$ cat src/rtl/exibe_sequencia.sv
// exibe_sequencia: presenter side of the mindfocus game.
// Plays ROM entries 0..limite on the LEDs with fixed on/off timing, then pulses fim.
// Optional build macro: CHECA_ONEHOT_EN (rejects ROM words that are not exactly one-hot).
//
// Handshake: iniciar is a start request honoured only while ocupado=0 (state INICIAL);
// limite is captured on that same edge. ocupado stays high from LE through FIM, and fim
// is a single-cycle pulse marking the end (or abort) of the run. There is no back-pressure.
module exibe_sequencia #(
  parameter int ADDR_W = 4,
  parameter int T_ON   = 25_000_000,
  parameter int T_OFF  = 12_500_000
) (
  input  logic              clock,
  input  logic              reset,
  input  logic              iniciar,
  input  logic [ADDR_W-1:0] limite,
  input  logic [3:0]        dado,
  output logic [ADDR_W-1:0] endereco,
  output logic [3:0]        leds,
  output logic              ocupado,
  output logic              fim,
  output logic              erro,
  output logic [3:0]        db_estado
);

  typedef enum logic [3:0] {
    INICIAL = 4'd0,
    LE      = 4'd1,
    ESPERA  = 4'd2,
    ACENDE  = 4'd3,
    APAGA   = 4'd4,
    FIM     = 4'd5
  } estado_t;

  localparam int T_MAX = (T_ON > T_OFF) ? T_ON : T_OFF;
  localparam int TW    = $clog2(T_MAX) + 1;
  localparam logic [TW-1:0] ON_LAST  = TW'(T_ON - 1);
  localparam logic [TW-1:0] OFF_LAST = TW'(T_OFF - 1);
  localparam logic [TW-1:0] TMR_SAT  = '1;

  estado_t           r_estado, w_estado_nx;
  logic [TW-1:0]     r_timer,  w_timer_nx;
  logic [ADDR_W-1:0] r_end,    w_end_nx;
  logic [ADDR_W-1:0] r_lim,    w_lim_nx;
  logic [3:0]        r_word,   w_word_nx;
  logic [TW-1:0]     w_timer_inc;

  // Saturating increment: the timer never wraps even if held past its terminal count.
  assign w_timer_inc = (r_timer == TMR_SAT) ? r_timer : r_timer + TW'(1);

`ifdef CHECA_ONEHOT_EN
  logic r_erro, w_erro_nx;
  logic w_onehot;
  // Exactly one bit set: non-zero and clearing the lowest set bit leaves nothing.
  assign w_onehot = (dado != 4'd0) && ((dado & (dado - 4'd1)) == 4'd0);
`endif

  // Next-state and datapath update logic; every target defaults to holding its value.
  always_comb begin
    w_estado_nx = r_estado;
    w_timer_nx  = r_timer;
    w_end_nx    = r_end;
    w_lim_nx    = r_lim;
    w_word_nx   = r_word;
`ifdef CHECA_ONEHOT_EN
    w_erro_nx   = r_erro;
`endif
    case (r_estado)
      INICIAL: begin
        if (iniciar) begin
          w_lim_nx    = limite;
          w_end_nx    = '0;
`ifdef CHECA_ONEHOT_EN
          w_erro_nx   = 1'b0;
`endif
          w_estado_nx = LE;
        end
      end
      // Address is stable here; the synchronous ROM registers it on this edge.
      LE: w_estado_nx = ESPERA;
      ESPERA: begin
        w_timer_nx  = '0;
`ifdef CHECA_ONEHOT_EN
        if (!w_onehot) begin
          w_erro_nx   = 1'b1;
          w_word_nx   = 4'd0;
          w_estado_nx = FIM;
        end else begin
          w_word_nx   = dado;
          w_estado_nx = ACENDE;
        end
`else
        w_word_nx   = dado;
        w_estado_nx = ACENDE;
`endif
      end
      ACENDE: begin
        if (r_timer == ON_LAST) begin
          w_timer_nx  = '0;
          w_estado_nx = APAGA;
        end else begin
          w_timer_nx  = w_timer_inc;
        end
      end
      APAGA: begin
        if (r_timer == OFF_LAST) begin
          w_timer_nx = '0;
          // Leave before incrementing so the last address never wraps to 0.
          if (r_end == r_lim) begin
            w_estado_nx = FIM;
          end else begin
            w_end_nx    = r_end + ADDR_W'(1);
            w_estado_nx = LE;
          end
        end else begin
          w_timer_nx = w_timer_inc;
        end
      end
      FIM:     w_estado_nx = INICIAL;
      default: w_estado_nx = INICIAL;
    endcase
  end

  // State and datapath registers with asynchronous active-low reset.
  always_ff @(posedge clock or negedge reset) begin
    if (!reset) begin
      r_estado <= INICIAL;
      r_timer  <= '0;
      r_end    <= '0;
      r_lim    <= '0;
      r_word   <= 4'd0;
`ifdef CHECA_ONEHOT_EN
      r_erro   <= 1'b0;
`endif
    end else begin
      r_estado <= w_estado_nx;
      r_timer  <= w_timer_nx;
      r_end    <= w_end_nx;
      r_lim    <= w_lim_nx;
      r_word   <= w_word_nx;
`ifdef CHECA_ONEHOT_EN
      r_erro   <= w_erro_nx;
`endif
    end
  end

  // Outputs decoded from registered state only, so the LED drive cannot glitch.
  assign endereco  = r_end;
  assign leds      = (r_estado == ACENDE) ? r_word : 4'd0;
  assign ocupado   = (r_estado != INICIAL);
  assign fim       = (r_estado == FIM);
  assign db_estado = 4'(r_estado);
`ifdef CHECA_ONEHOT_EN
  assign erro      = r_erro;
`else
  assign erro      = 1'b0;
`endif

endmodule

$ cat config.mk
export PLATFORM = sky130hd
export DESIGN_NAME = exibe_sequencia
export DESIGN_NICKNAME = d
export VERILOG_FILES = /design/src/rtl/exibe_sequencia.sv
export SDC_FILE = /design/constraint.sdc
export NUM_CORES = 1
export LEC_CHECK = 0
export ABC_CLOCK_PERIOD_IN_PS = 2650
export CORE_MARGIN = 8
export CORE_UTILIZATION = 50
export DETAILED_ROUTE_END_ITERATION = 8
export GPL_TIMING_DRIVEN = 1
export PLACE_DENSITY = 0.72
export SYNTH_ARGS = -nofsm -noshare
export SYNTH_HDL_FRONTEND = slang
export SYNTH_SLANG_ARGS = --single-unit
$ cat constraint.sdc
create_clock -name clock -period 2.65 [get_ports clock]
set_input_delay 0.6625 -clock clock [delete_from_list [all_inputs] [get_ports clock]]
set_output_delay 0.6625 -clock clock [all_outputs]
set_load 0.02 [all_outputs]
==> out/results.ini, run 1 <==
[status]
status = completed

[critical_path]
cp.arrival_ns = 1.86
reg2reg_depth = 8
r2r_end = r_timer[6]
crit_fanout = 9
end_kind = primary output
path_class = reg2out
startpoint_type = flip-flop
r2r-start = r_timer[0]
reg2reg_slack_ns = 0.21
required_ns = 1.99

[synth]
synth_top_family_by_area = simple AND/OR/NAND/NOR gates
synth_compound_area_share_pct = 18.6
synth_edf_count = 0
synthFlopType = dfrtp_1
yosysWarnings = 0
yosys.area_share.simple_pct = 29.4
syn-mean-instance-area_um2 = 9.25
syn_inst = 277
synth_fa_ha_area_share_pct = 0.977
netlist_area_um2 = 2560
synth-xor-area-share_pct = 1.37
ys_ff_latch = 41
synth_cell_types = 54
synthMuxAreaShare_pct = 3.96
yosysSeqAreaShare_pct = 40.0
synthArstFlopShare_pct = 100

[hold_path]
hold_class = in2async

[clock_network]
ctsHoldBuffers = 0
cts_buffers = 5
post_cts_resized = 0
cts_setup_buffers = 0
clockRootBuffer = clkbuf_8
clkSlewWorstSetupHoldPaths_ns = 0.08
clkSinkCount = 41
clkLatencyLatePin_ns = 0.29
cts_tree = built
h-tree-depth = 2
max-clock-path-buffers = 2

[global_routing]
grt.overflow.total = 0
grt_pass1_wl_mm = 10.0
grt_pass1_vias = 2094
antenna_found_initial = 0
gr-usage-all-layers_pct = 16.2
grt_max_degree = 42

[final_layout]
nNetsFinal = 312
post-route-cell-area_um2 = 2930
finish.utilization_pct = 58.2
final_common_cell = dfrtp_1
drive_above_1_share_pct = 13.4
mostFrequentLayoutCells = 41 x dfrtp_1, 29 x nand2_1, 22 x clkdlybuf4s50_1
multi_input_area_um2 = 1400
seqCellArea_um2 = 1030
antenna_cells = 0
syn2layout_area_growth_pct = 14.5
n_fill_cell = 456

[timing]
whs_ns = 0.498
finalHoldViolCount = 0
period_minus_slack_ns = 2.52
worst-slew-pin-transition_ns = 1.09
fmax_ghz = 0.396
skew_ns = 0.00334
tns_ns = 0
setup_viol = 0
relSlewSlack_pct = 27.0
finalMaxSlewViolations = 0
finalCritPeriodShare_pct = 95.2
rsz0062_at_grt = no

[drt]
post_drt_wl_per_cell_um = 15.7
dr.pass1.iters = 4
ant_nets = 0
vias = 2214
drt_iter0_drc = 110
wl_mm = 5.79
vias_per_cell = 6.00
route.detailed.drc = 0

[placement]
portBuffers = 23
place_hpwl_mm = 4.16
placed_area_um2 = 2830
gp_congestion = 0.874

[floorplan]
die_y_um = 87.6
die-width_um = 87.6
coreArea_um2 = 5040
io_pins = 26
start_util_pct = 50.8
fp-row-count = 26
die_area_um2 = 7670

[flow_run]
cap_violations = 0

[pwr]
power.ir.vdd_worst_mv = 0.180
powerDensity_nw_per_um2 = 405
p_leak_nw = 1.26

-- worst max-delay path, stage by stage, from the launching register on --
cell and delay (ns):
dfrtp_1 0.47, nor2b_2 0.30, and3_1 0.19, clkdlybuf4s50_1 0.60
-- cells in the mapped netlist (all sizes together) (2+ instances only) --
cell type,count,area [µm²]
dfrtp,41,1030
nand2,30,115
nand3,18,90.1
a21oi,17,85.1
nor2,15,56.3
nand4,14,93.8
a31oi,13,81.3
buf,12,103
o21ai,11,55.1
mux2,9,101
nor3,9,56.3
nor4,9,98.8
and3,8,50.1
a21o,7,52.6
inv,6,22.5
or3,5,31.3
and2,4,25.0
clkbuf,4,15.0
or2,4,25.0
xor2,4,35.0
a22o,3,26.3
and4,3,26.3
nor3b,3,22.5
a211oi,2,20.0
a32oi,2,17.5
a41oi,2,17.5
ha,2,25.0
nand3b,2,15.0
nor2b,2,12.5
o21ba,2,20.0
-- cell families (layout without fill, tap and decap cells) --
logic type,after synthesis,in the layout
fa+ha+maj,2,2
buf+inv,22,43
mux,9,9
compound gates,68,68
xor+xnor,4,4
flops,41,41
other cells,1,2
simple gates,130,130
-- layout make-up --
type	count	share of cell area [%]
multi-input cells	215	47.8
flip-flops and latches	41	35.0
repair buffers	30	9.90
well taps	70	2.99
clock buffers	5	2.35
clock inverters	2	1.19
inverters	6	0.768
-- flip-flops by register name (all words and copies together) (netlist names) --
register   cells
db_estado      3
endereco       4
r_lim          4
r_timer       26
r_word         4
-- per-stage QoR --
stage	std cells	total power [mW]	setup slack (ns)
after floorplan	278	0.674	0.514
after global placement	362	0.710	0.297
after detailed placement	362	0.712	0.229
after CTS	369	1.20	0.0152
after global routing	369	1.23	0.0274
final	369	1.19	0.126
-- layer usage --
| layer | track usage (%) | up-vias | wire (µm) |
|---|---|---|---|
| met2 | 26.4 | 41 | 2760 |
| li1 | - | 1093 | - |
| met5 | 0 | - | 0 |
| met3 | 3.38 | 6 | 229 |
| met4 | 5.31 | 0 | 63 |
| met1 | 20.9 | 1074 | 2740 |
-- worst max-delay path by stage --
stage	start	to	slack (ns)
after CTS	db_estado[1]	leds[1]	0.02
after global placement	r_timer[0]	r_timer[6]	0.30
after global routing	db_estado[1]	leds[1]	0.03
after floorplan	r_timer[0]	r_timer[24]	0.51
final	db_estado[1]	leds[1]	0.13
after detailed placement	r_timer[0]	r_timer[22]	0.23
-- power breakdown --
| group | switching [mW] | internal, mW | total (mW) |
|---|---|---|---|
| Combinational | 0.0299 | 0.0297 | 0.0596 |
| Clock | 0.216 | 0.274 | 0.490 |
| Sequential | 0.00519 | 0.633 | 0.638 |
| Total | 0.251 | 0.936 | 1.19 |
Power figures use the tool's default switching activity.
==> run 2, diff against run 1 <==
- ABC_AREA: unset -> 1
- PLACE_DENSITY: 0.72 -> 0.71
- SKIP_LAST_GASP: unset -> 1
==> run 2 against run 1 <==
Clock power is 8.4% higher. Critical path depth is 2 higher. Clock skew is 0.0088 ns higher. Final cell count is 40% higher. First-iteration DRC count is 51% higher. Synthesized cell count is 51% higher. Sequential share of layout area is 3.8 points lower. Global-route usage is 1.0 points higher. Highest routed layer unchanged.
==> out/results.ini, run 2 <==
[timing]
finalCritPeriodShare_pct = 91.5
finalMaxSlewViolations = 0
setup_viol = 0
finalHoldViolCount = 0
finalWorstSetupSlack_ns = 0.225
skew_ns = 0.0121
period_minus_slack_ns = 2.42
tns_ns = 0
fmax_ghz = 0.412
rsz0062_at_grt = no

[drt]
wl_mm = 6.92
drt_iter0_drc = 166
route.detailed.drc = 0
post_drt_wl_per_cell_um = 13.4
vias_per_cell = 5.27
dr.pass1.iters = 4
wl_met3_um = 318
highest-signal-layer = met4
ant_nets = 0
wirelength_met1_mm = 3.20
dr_wl_met2_mm = 3.27
vias = 2726

[floorplan]
io_pins = 26
die_y_um = 92.1
fp-row-count = 27
die-width_um = 92.1
coreArea_um2 = 5540
start_util_pct = 52.3
die_area_um2 = 8480

[global_routing]
grt_pass1_wl_mm = 12.2
grt_pass1_vias = 2683
grt_max_degree = 23
antenna_found_initial = 0
gr-usage-all-layers_pct = 17.2
grt.overflow.total = 0

[final_layout]
max_flop_register = r_timer
nNetsFinal = 457
mostFrequentLayoutCells = 128 x nand2_1, 52 x nor2_1, 43 x nand3_1
seqCellArea_um2 = 1030
largest_reg_flops = 26
drive_above_1_share_pct = 11.5
n_fill_cell = 530
final_common_cell = nand2_1
antenna_cells = 0
multi_input_area_um2 = 1640
syn2layout_area_growth_pct = 13.7

[synth]
syn-mean-instance-area_um2 = 6.93
syn_inst = 418
synth_common_cells = 128 x nand2_1, 52 x nor2_1, 43 x nand3_1
netlist_area_um2 = 2900
synthFlopType = dfrtp_1
synth_top_area_cell = dfrtp_1
yosysSeqAreaShare_pct = 35.4
synthArstFlopShare_pct = 100
synth_cell_types = 33
synth_most_common_cell = nand2_1
yosysWarnings = 0
synth_top_area_share_pct = 35.4
synth_edf_count = 0
ys_ff_latch = 41
synth.area.top_cells = dfrtp_1 35%, nand2_1 17%, nand3_1 7.4%, nor2_1 6.7%, inv_1 5.4%

[critical_path]
worstSetupStartpoint = db_estado[1]
crit_end = leds[1]
reg2reg_depth = 10
path_class = reg2out
r2r-start = r_timer[0]
crit_fanout = 5
end_kind = primary output
r2r_end = r_timer[1]
reg2reg_slack_ns = 0.68
cp.arrival_ns = 1.76
required_ns = 1.99
startpoint_type = flip-flop

[clock_network]
clockRootBuffer = clkbuf_8
max-clock-path-buffers = 2
ctsHoldBuffers = 0
post_cts_resized = 0
clkSinkCount = 41
cts_buffers = 5
cts_setup_buffers = 0
clkLatencyLatePin_ns = 0.29
cts_tree = built
clkSlewWorstSetupHoldPaths_ns = 0.08
h-tree-depth = 2

[pwr]
powerDensity_nw_per_um2 = 360
switching_power_mw = 0.240
sequentialPowerShare_pct = 52.7
finalPower_mw = 1.19
p_sw_share_pct = 20.2
power.ir.vdd_worst_mv = 0.253
p_clk_share_pct = 44.8
pwr-share-comb_pct = 2.5
p_leak_nw = 1.63
p_int_mw = 0.945

[placement]
portBuffers = 23
place_hpwl_mm = 5.29
pre_cts_ws_ns = 0.558
gp_congestion = 0.932

[flow_run]
cap_violations = 0

[status]
status = completed

[hold_path]
hold_class = in2async

==> run 2: cell count changes in the layout (fill, tap and decap cells not counted), sizes merged, moves of 7 or more <==
cell and delta:
nand2 +108, nor2 +44, inv +41, nand3 +36
a21oi -16, a31oi -13, nor4 -9, and3 -8
a21o -7
==> run 2: metrics by stage <==
stage / hold slack (ns) / std cells / util, % / instance area [µm²]
2_1_floorplan: 0.367 / 419 / - / 2900
3_5_place_dp: 0.516 / 509 / 57.3 / 3180
5_1_grt: 0.342 / 517 / 59.4 / 3290
4_1_cts: 0.319 / 517 / 59.4 / 3290
3_3_place_gp: 0.509 / 509 / 57.3 / 3180
6_report: 0.300 / 517 / 59.4 / 3290
==> run 2: power groups by stage <==
stage               Clock [mW]  Combinational [mW]  Sequential, mW
finish                   0.531              0.0295           0.625
floorplan                    0             0.00479           0.638
global placement             0              0.0302           0.637
detailed placement           0              0.0310           0.637
global route             0.566              0.0341           0.625
CTS                      0.539              0.0309           0.625
==> run 2: how the worst min path moves through the flow <==
stage,end
6_report,r_timer[24]
5_1_grt,r_timer[24]
4_1_cts,r_timer[24]
3_5_place_dp,r_lim[1]
3_3_place_gp,r_lim[2]
2_1_floorplan,db_estado[0]
==> run 2: layout make-up <==
cell class	instances	share of cell area (%)
Timing Repair Buffer	26	7.52
Clock inverter	1	0.912
Clock buffer	7	2.62
Sequential cell	41	31.2
Multi-Input combinational cell	323	49.7
Inverter	47	5.36
Tap cell	72	2.74
==> run 2: worst max-delay path, stage by stage (launching register included) <==
cell and delay, ns:
dfrtp_1 0.42, nand2_1 0.10, nor2_1 0.13, inv_1 0.11, nor2_1 0.10, clkdlybuf4s50_1 0.61
==> run 2: layer usage <==
layer	track usage [%]	vias up
met5	0	-
met4	7.25	0
met3	3.67	13
met2	28.6	57
met1	21.1	1271
li1	-	1385
==> run 2: cells by family after synthesis <==
family	share of synthesized area [%]
flops	35.4
buf+inv	8.21
compound gates	3.97
other cells	0.129
simple gates	46.8
fa+ha+maj	0.864
xor+xnor	3.02
mux	1.55
